<file path="config.mk">
export PLATFORM = sky130hd
export DESIGN_NAME = icetap_capture_ctrl
export DESIGN_NICKNAME = d
export VERILOG_FILES = /design/src/rtl/icetap_capture_ctrl.sv
export SDC_FILE = /design/constraint.sdc
export NUM_CORES = 1
export LEC_CHECK = 0
export CAP_MARGIN = 20
export CORE_AREA = 2 2 148 150
export DETAILED_ROUTE_END_ITERATION = 16
export DIE_AREA = 0 0 150 152
export PLACE_DENSITY = 0.77
export SLEW_MARGIN = 20
export SYNTH_ARGS = -nofsm -noshare
export SYNTH_HDL_FRONTEND = slang
export SYNTH_SLANG_ARGS = --single-unit
</file>
<file path="constraint.sdc">
create_clock -name clk -period 6.5 [get_ports clk]
set_input_delay 1.3 -clock clk [delete_from_list [all_inputs] [get_ports clk]]
set_output_delay 1.3 -clock clk [all_outputs]
set_load 0.005 [all_outputs]
</file>
<file path="src/rtl/icetap_capture_ctrl.sv">
// ----------------------------------------------------------------------------
// icetap_capture_ctrl : IceTap sample capture, masked trigger and circular buffer
// Revision 1.0
// ----------------------------------------------------------------------------
`default_nettype none

module icetap_capture_ctrl #(
  parameter int NR_SIGNALS = 1,
  parameter int DEPTH_LOG2 = 8
) (
  input  logic                  clk,
  input  logic                  reset,
  input  logic [NR_SIGNALS-1:0] signals_in,
  input  logic                  start,
  input  logic                  abort,
  input  logic [NR_SIGNALS-1:0] trig_mask,
  input  logic [NR_SIGNALS-1:0] trig_value,
  input  logic [DEPTH_LOG2-1:0] post_count,
  input  logic [DEPTH_LOG2-1:0] rd_addr,
  output logic [NR_SIGNALS-1:0] rd_data,
  output logic                  armed,
  output logic                  triggered,
  output logic                  done,
  output logic                  wrapped,
  output logic [DEPTH_LOG2-1:0] trig_addr
);

  localparam int DEPTH = 1 << DEPTH_LOG2;

  typedef enum logic [1:0] {
    S_IDLE  = 2'd0,
    S_ARMED = 2'd1,
    S_POST  = 2'd2,
    S_DONE  = 2'd3
  } state_t;

  state_t                state_q;
  state_t                state_d;
  logic [NR_SIGNALS-1:0] sample;
  logic [DEPTH_LOG2-1:0] wr_addr;
  logic [DEPTH_LOG2-1:0] post_cnt;
  logic                  hit;
  logic                  wr_en;
  logic                  restart;
  logic                  trig_capture;

  logic [NR_SIGNALS-1:0] mem [0:DEPTH-1];

  assign hit = ((sample ^ trig_value) & trig_mask) == '0;

  // Control precedence: abort, then start, then the per-state behaviour.
  always_comb begin
    state_d      = state_q;
    wr_en        = 1'b0;
    restart      = 1'b0;
    trig_capture = 1'b0;
    if (abort) begin
      state_d = S_IDLE;
    end else if (start) begin
      state_d = S_ARMED;
      restart = 1'b1;
    end else begin
      case (state_q)
        S_ARMED: begin
          wr_en = 1'b1;
          if (hit) begin
            trig_capture = 1'b1;
            state_d      = (post_cnt == '0) ? S_DONE : S_POST;
          end
        end
        S_POST: begin
          wr_en = 1'b1;
          if (post_cnt == DEPTH_LOG2'(1)) begin
            state_d = S_DONE;
          end
        end
        default: ;
      endcase
    end
  end

  always_ff @(posedge clk or posedge reset) begin
    if (reset) begin
      state_q   <= S_IDLE;
      armed     <= 1'b0;
      triggered <= 1'b0;
      done      <= 1'b0;
    end else begin
      state_q   <= state_d;
      armed     <= (state_d == S_ARMED);
      triggered <= (state_d == S_POST) || (state_d == S_DONE);
      done      <= (state_d == S_DONE);
    end
  end

  // The post_count port is DEPTH_LOG2 bits wide, so it already tops out at
  // DEPTH-1 and the trigger sample can never be overwritten.
  always_ff @(posedge clk or posedge reset) begin
    if (reset) begin
      sample    <= '0;
      wr_addr   <= '0;
      post_cnt  <= '0;
      wrapped   <= 1'b0;
      trig_addr <= '0;
    end else begin
      sample <= signals_in;
      if (restart) begin
        wr_addr  <= '0;
        wrapped  <= 1'b0;
        post_cnt <= post_count;
      end else if (wr_en) begin
        wr_addr <= wr_addr + DEPTH_LOG2'(1);
        if (&wr_addr) begin
          wrapped <= 1'b1;
        end
        if (state_q == S_POST) begin
          post_cnt <= post_cnt - DEPTH_LOG2'(1);
        end
      end
      if (trig_capture) begin
        trig_addr <= wr_addr;
      end
    end
  end

  always_ff @(posedge clk) begin
    if (wr_en) begin
      mem[wr_addr] <= sample;
    end
  end

  // Read-before-write: a same-address read returns the previous contents.
  always_ff @(posedge clk or posedge reset) begin
    if (reset) begin
      rd_data <= '0;
    end else begin
      rd_data <= mem[rd_addr];
    end
  end

endmodule

`default_nettype wire

</file>
# Yosys cells after proc, flatten, opt, wreduce, memory -nomap -nowiden
# Memories as Yosys holds them, arrays and structs flattened. A register that Yosys moved wholly into a read port is not among the register bits.
# Index checks and enable logic that the tools add are counted.
word_totals:
  ff_bits: 31
  out_inout_bits: 13
  latch_bits: 0
  n_memories: 1
  in_bits: 23
  ram_bits: 256
  word_cells: 54
  rom_bits: 0
classes:
  reduce_logical: 9
  n_div: 0
  add_sub_neg: 2
  mul: 0
  shifts: 0
  n_eq_ne: 6
  n_mux: 25
  n_bitwise: 2
  magnitude_cmp: 0
mem_list:
  columns: ["memory", "words", "width", "rd", "rd_clocked_by_memory_dff", "wr", "line", "source"]
  rows:
  - ["mem", 256, 1, 1, 1, 1, "47", "logic [NR_SIGNALS-1:0] mem [0:DEPTH-1];"]
op_table:
  columns: ["cell", "count"]
  rows:
  - ["$mux 8", 5]
  - ["$mux 1", 15]
  - ["$add 8x1->8 const B", 1]
  - ["$eq 8x1->1 const B", 1]
  - ["$logic_not 8->1", 1]
  - ["$mux 2", 4]
  - ["$reduce_and 8->1", 1]
  - ["$sub 8x1->8 const B", 1]
  - ["$eq 2x2->1 const B", 3]
  - ["$reduce_bool 2->1", 3]
  - ["$eq 2x1->1 const B", 2]
  - ["$pmux 2 s2", 1]
  - ["$reduce_and 2->1", 2]
  - ["$reduce_or 2->1", 1]
  - ["$and 1x1->1", 1]
  - ["$logic_or 1x1->1", 1]
  - ["$xor 1x1->1", 1]

# Depth between registers and ports, before layout
depth:
  depth_word: 8
  ltp_mapped: 10
  mapped_depth_nobuf: 8

# Worst setup path before layout
# OpenSTA, ideal clock, no wires.
synth_timing:
  path_kind: "flip-flop to flip-flop"
  from: "reg sample"
  to: "reg done"
  n_path_buf: 0
  stages_incl_launch_ff: 7
  setup_slack_ns: 1.880
  setup_time_ns: 0.073
  t_required_ns: 6.427
  period_less_slack_ns: 4.620
  t_arrival_ns: 4.546
  cell_sequence: "dfrtp_1 -> xor2_1 -> nand2_1 -> o22a_1 -> nor2_1 -> a2111oi_0 -> nor2b_1"
synth_via:
  elab_chain_len: 7
synth_lines:
  columns: ["item", "line", "source"]
  rows:
  - ["from (decl)", "39", "logic [NR_SIGNALS-1:0] sample;"]
  - ["from (signal assigned)", "106", "sample <= signals_in;"]
  - ["$xor 1x1->1", "49", "assign hit = ((sample ^ trig_value) & trig_mask) == '0;"]
  - ["$and 1x1->1", "49", null]
  - ["$mux 2", "66", "if (hit) begin"]
  - ["$pmux 2 s2", "63", "case (state_q)"]
  - ["$mux 2", "59", "end else if (start) begin"]
  - ["$mux 2", "57", "if (abort) begin"]
  - ["net state_d[1]", "38", "state_t state_d;"]
  - ["$eq 2x2->1", "92", "done <= (state_d == S_DONE);"]
  - ["to (signal assigned)", "92", null]
  - ["to (decl)", "23", "output logic done,"]
# The timed path passes the listed nets, and every way through them passes these cells.
# A chain may end at the register's enable or synchronous reset.

==> results.ini <==
[yosys]
netlist_top_cells_count=nor2_1 (278), edfxtp_1 (256), mux2i_1 (51), clkbuf_1 (48), mux4_2 (42)
synth_warnings=0
synthMostInstantiatedCell=nor2_1
synth_seq_cells=288
syn_area_sq_um=12600
syn_nets=962
synthesis.instances=930
ys_types=45
synth_area_leaders=edfxtp_1 (61%), nor2_1 (8.3%), mux4_2 (7.5%), dfrtp_1 (6.3%), mux2i_1 (4.0%)
synth_top_area_frac=0.609
synth_ff_type=edfxtp_1
avgSynthCellArea_sq_um=13.6
yosysSeqAreaShare=0.673
async_flop_share=0.111
synth_area_leader_cell=edfxtp_1
synth-edff-count=256

[sta]
period_share=0.538
finClkSkew_ps=10.3
grt_setup_unrepaired=no
setup-tns-final_ps=0
clock.fmax_mhz=286
worstMarginPinSlew_ps=1160
period_minus_slack_ps=3500
slew_headroom=0.224
hold_viol=0
slew_violations=0
setup_viol=0

[critical_path]
cp.required_ps=6920
startpoint_type=input port
cpLargestDelayFamily=buffers and inverters
crit_type=in2reg
worstPathMaxFanout=49
setup.worst_path.end_class=flip-flop
crit_path_max_incr_delay_ps=620
crit_chain=buf_4, buf_4, mux4_2, a22o_1, nor4_1, a2111oi_0, a311oi_1, a22oi_1
cp_slowest_cell=buf_4
cpMostUsedCell=buf_4
cp.arrival_ps=3910
worst-path-buf-inv=2

[global_routing]
first_global_vias=7801
grt_pass1_wl_mm=43.6
overflow=0
grt_antenna_before_repair=0
gr-usage-all-layers=0.252
grt_max_degree=111

[floorplanning]
core_area_sq_um=21400
io_pins=36
start_util=0.591
rows=54
die_h_um=152
dieArea_sq_um=22800
die_x_um=150

[cells_and_area]
nets=972
synthToLayoutAreaGrowth_pct=11.8
drive_gt1_frac=0.109
fin_area_sq_um=14100
antenna_cells=0

[placed_design]
hpwl_mm=16.6
dpl_cell_area_sq_um=13100
numPortBuffers=35
gp_congestion=0.846

[power_and_ir_drop]
seq_power_share=0.509
swShare=0.204
switching_power_uw=821
pwr-share-comb=0.050
p_int_uw=3200
peakVddDrop_mv=0.180
p_clk_frac=0.441
p_leak_uw=0.00454
power_density_nw_per_um2=285

[routing]
drcViolationCount=0
vias_per_cell=6.23
drtPass1Iterations=5
wl_per_cell_um=22.5
wl_mm=28.0
drtAntennaViolNets=0
routed-via-count=7748
drtIter0Drc=1071

[clocking]
cts.htree.levels=1
cts.path.max_buffers=3
worstSkewPairLatency_ps=550
clock-sinks=288
clock-root-buffer=clkbuf_16
postCtsHoldBufs=0
post_cts_buffers=0
cts_buffers=30
clkTransAtPathRegs_ps=60
ctsResizeCount=0
cts_tree=built

[run_status]
status=finished clean

[run]
cap_violations=0

[min_path]
hp-class=reg2reg

## power groups by stage
stage          logic, uW  registers, uW  clock network [uW]
5_1_grt              217           2050                1860
4_1_cts              200           2050                1780
2_1_floorplan        126           2100                   0
6_report             199           2050                1770
3_5_place_dp         198           2090                   0
3_3_place_gp         194           2080                   0
## metal layers
layer	part of all wire	track usage	vias up
li1	-	-	3433
met1	0.39	0.355	3855
met2	0.50	0.414	415
met3	0.088	0.0390	45
met4	0.024	0.0687	0
met5	0	0	-
## worst min-delay path, cell delays in order, from the launching register on
cell and delay (ps):
dfrtp_1 350, nand2_1 50, o21ai_0 60
## through the flow
step | setup WS, ps | std cells | hold WS (ps) | utilization | power [uW]
global route | 2800 | 1244 | 526 | 0.661 | 4130
global placement | 2480 | 1188 | 467 | 0.612 | 2280
finish | 3000 | 1244 | 483 | 0.661 | 4020
CTS | 2980 | 1244 | 488 | 0.661 | 4030
detailed placement | 2450 | 1188 | 475 | 0.612 | 2280
floorplan | 1880 | 930 | 473 | - | 2220
## sequential cells by signal (all words and copies together) (netlist names)
name and cells:
trig_addr 8, rd_data 1, state_q 2, triggered 1
sample 1, armed 1, wrapped 1, mem 256
wr_addr 8, post_cnt 8, done 1
## cell families after synthesis
logic type	synth area share
AOI/OAI and AO/OA	0.0405
xor gates and xnor gates	0.00764
adders and majority gates	0.00893
buffers and inverters	0.0268
DFF	0.673
muxes	0.122
and+or+nand+nor	0.122
## layout make-up
type,instances,area (sq um)
Clock inverter,12,135
Tap cell,280,350
Timing Repair Buffer,43,405
Multi-Input combinational cell,569,3790
Fill cell,1518,7240
Sequential cell,288,8490
Inverter,8,30.0
Clock buffer,44,907
## placed cells by master, fill, tap and decap left out, drive strengths merged, types with 7 or more instances in the layout
cell type / instances
nor3: 7
a22oi: 8
ha: 9
o22ai: 23
dfrtp: 32
nor2b: 12
mux2i: 51
nand3: 25
mux2: 7
clkinv: 7
clkbuf: 44
inv: 9
clkdlybuf4s50: 33
mux4: 42
buf: 10
nor2: 278
o21ai: 18
edfxtp: 256
nand2: 29
## path summary, 6_finish.rpt
kind | startpoint | end | slack [ps] | cells after the start
setup / recovery | rd_addr[1] | rd_data$_DFF_PP0_ | 3000 | 8
hold / removal | trig_addr[0]$_DFFE_PP0P_ | trig_addr[0]$_DFFE_PP0P_ | 480 | 2
setup reg to reg | state_q[0]$_DFF_PP0_ | mem[161]$_DFFE_PP_ | 3620 | 6
hold reg to reg | trig_addr[0]$_DFFE_PP0P_ | trig_addr[0]$_DFFE_PP0P_ | 480 | 2
max in group asynchronous | reset | sample$_DFF_PP0_ | 5020 | 3
min in group asynchronous | reset | sample$_DFF_PP0_ | 1150 | 3
(Power assumes the default switching activity.)
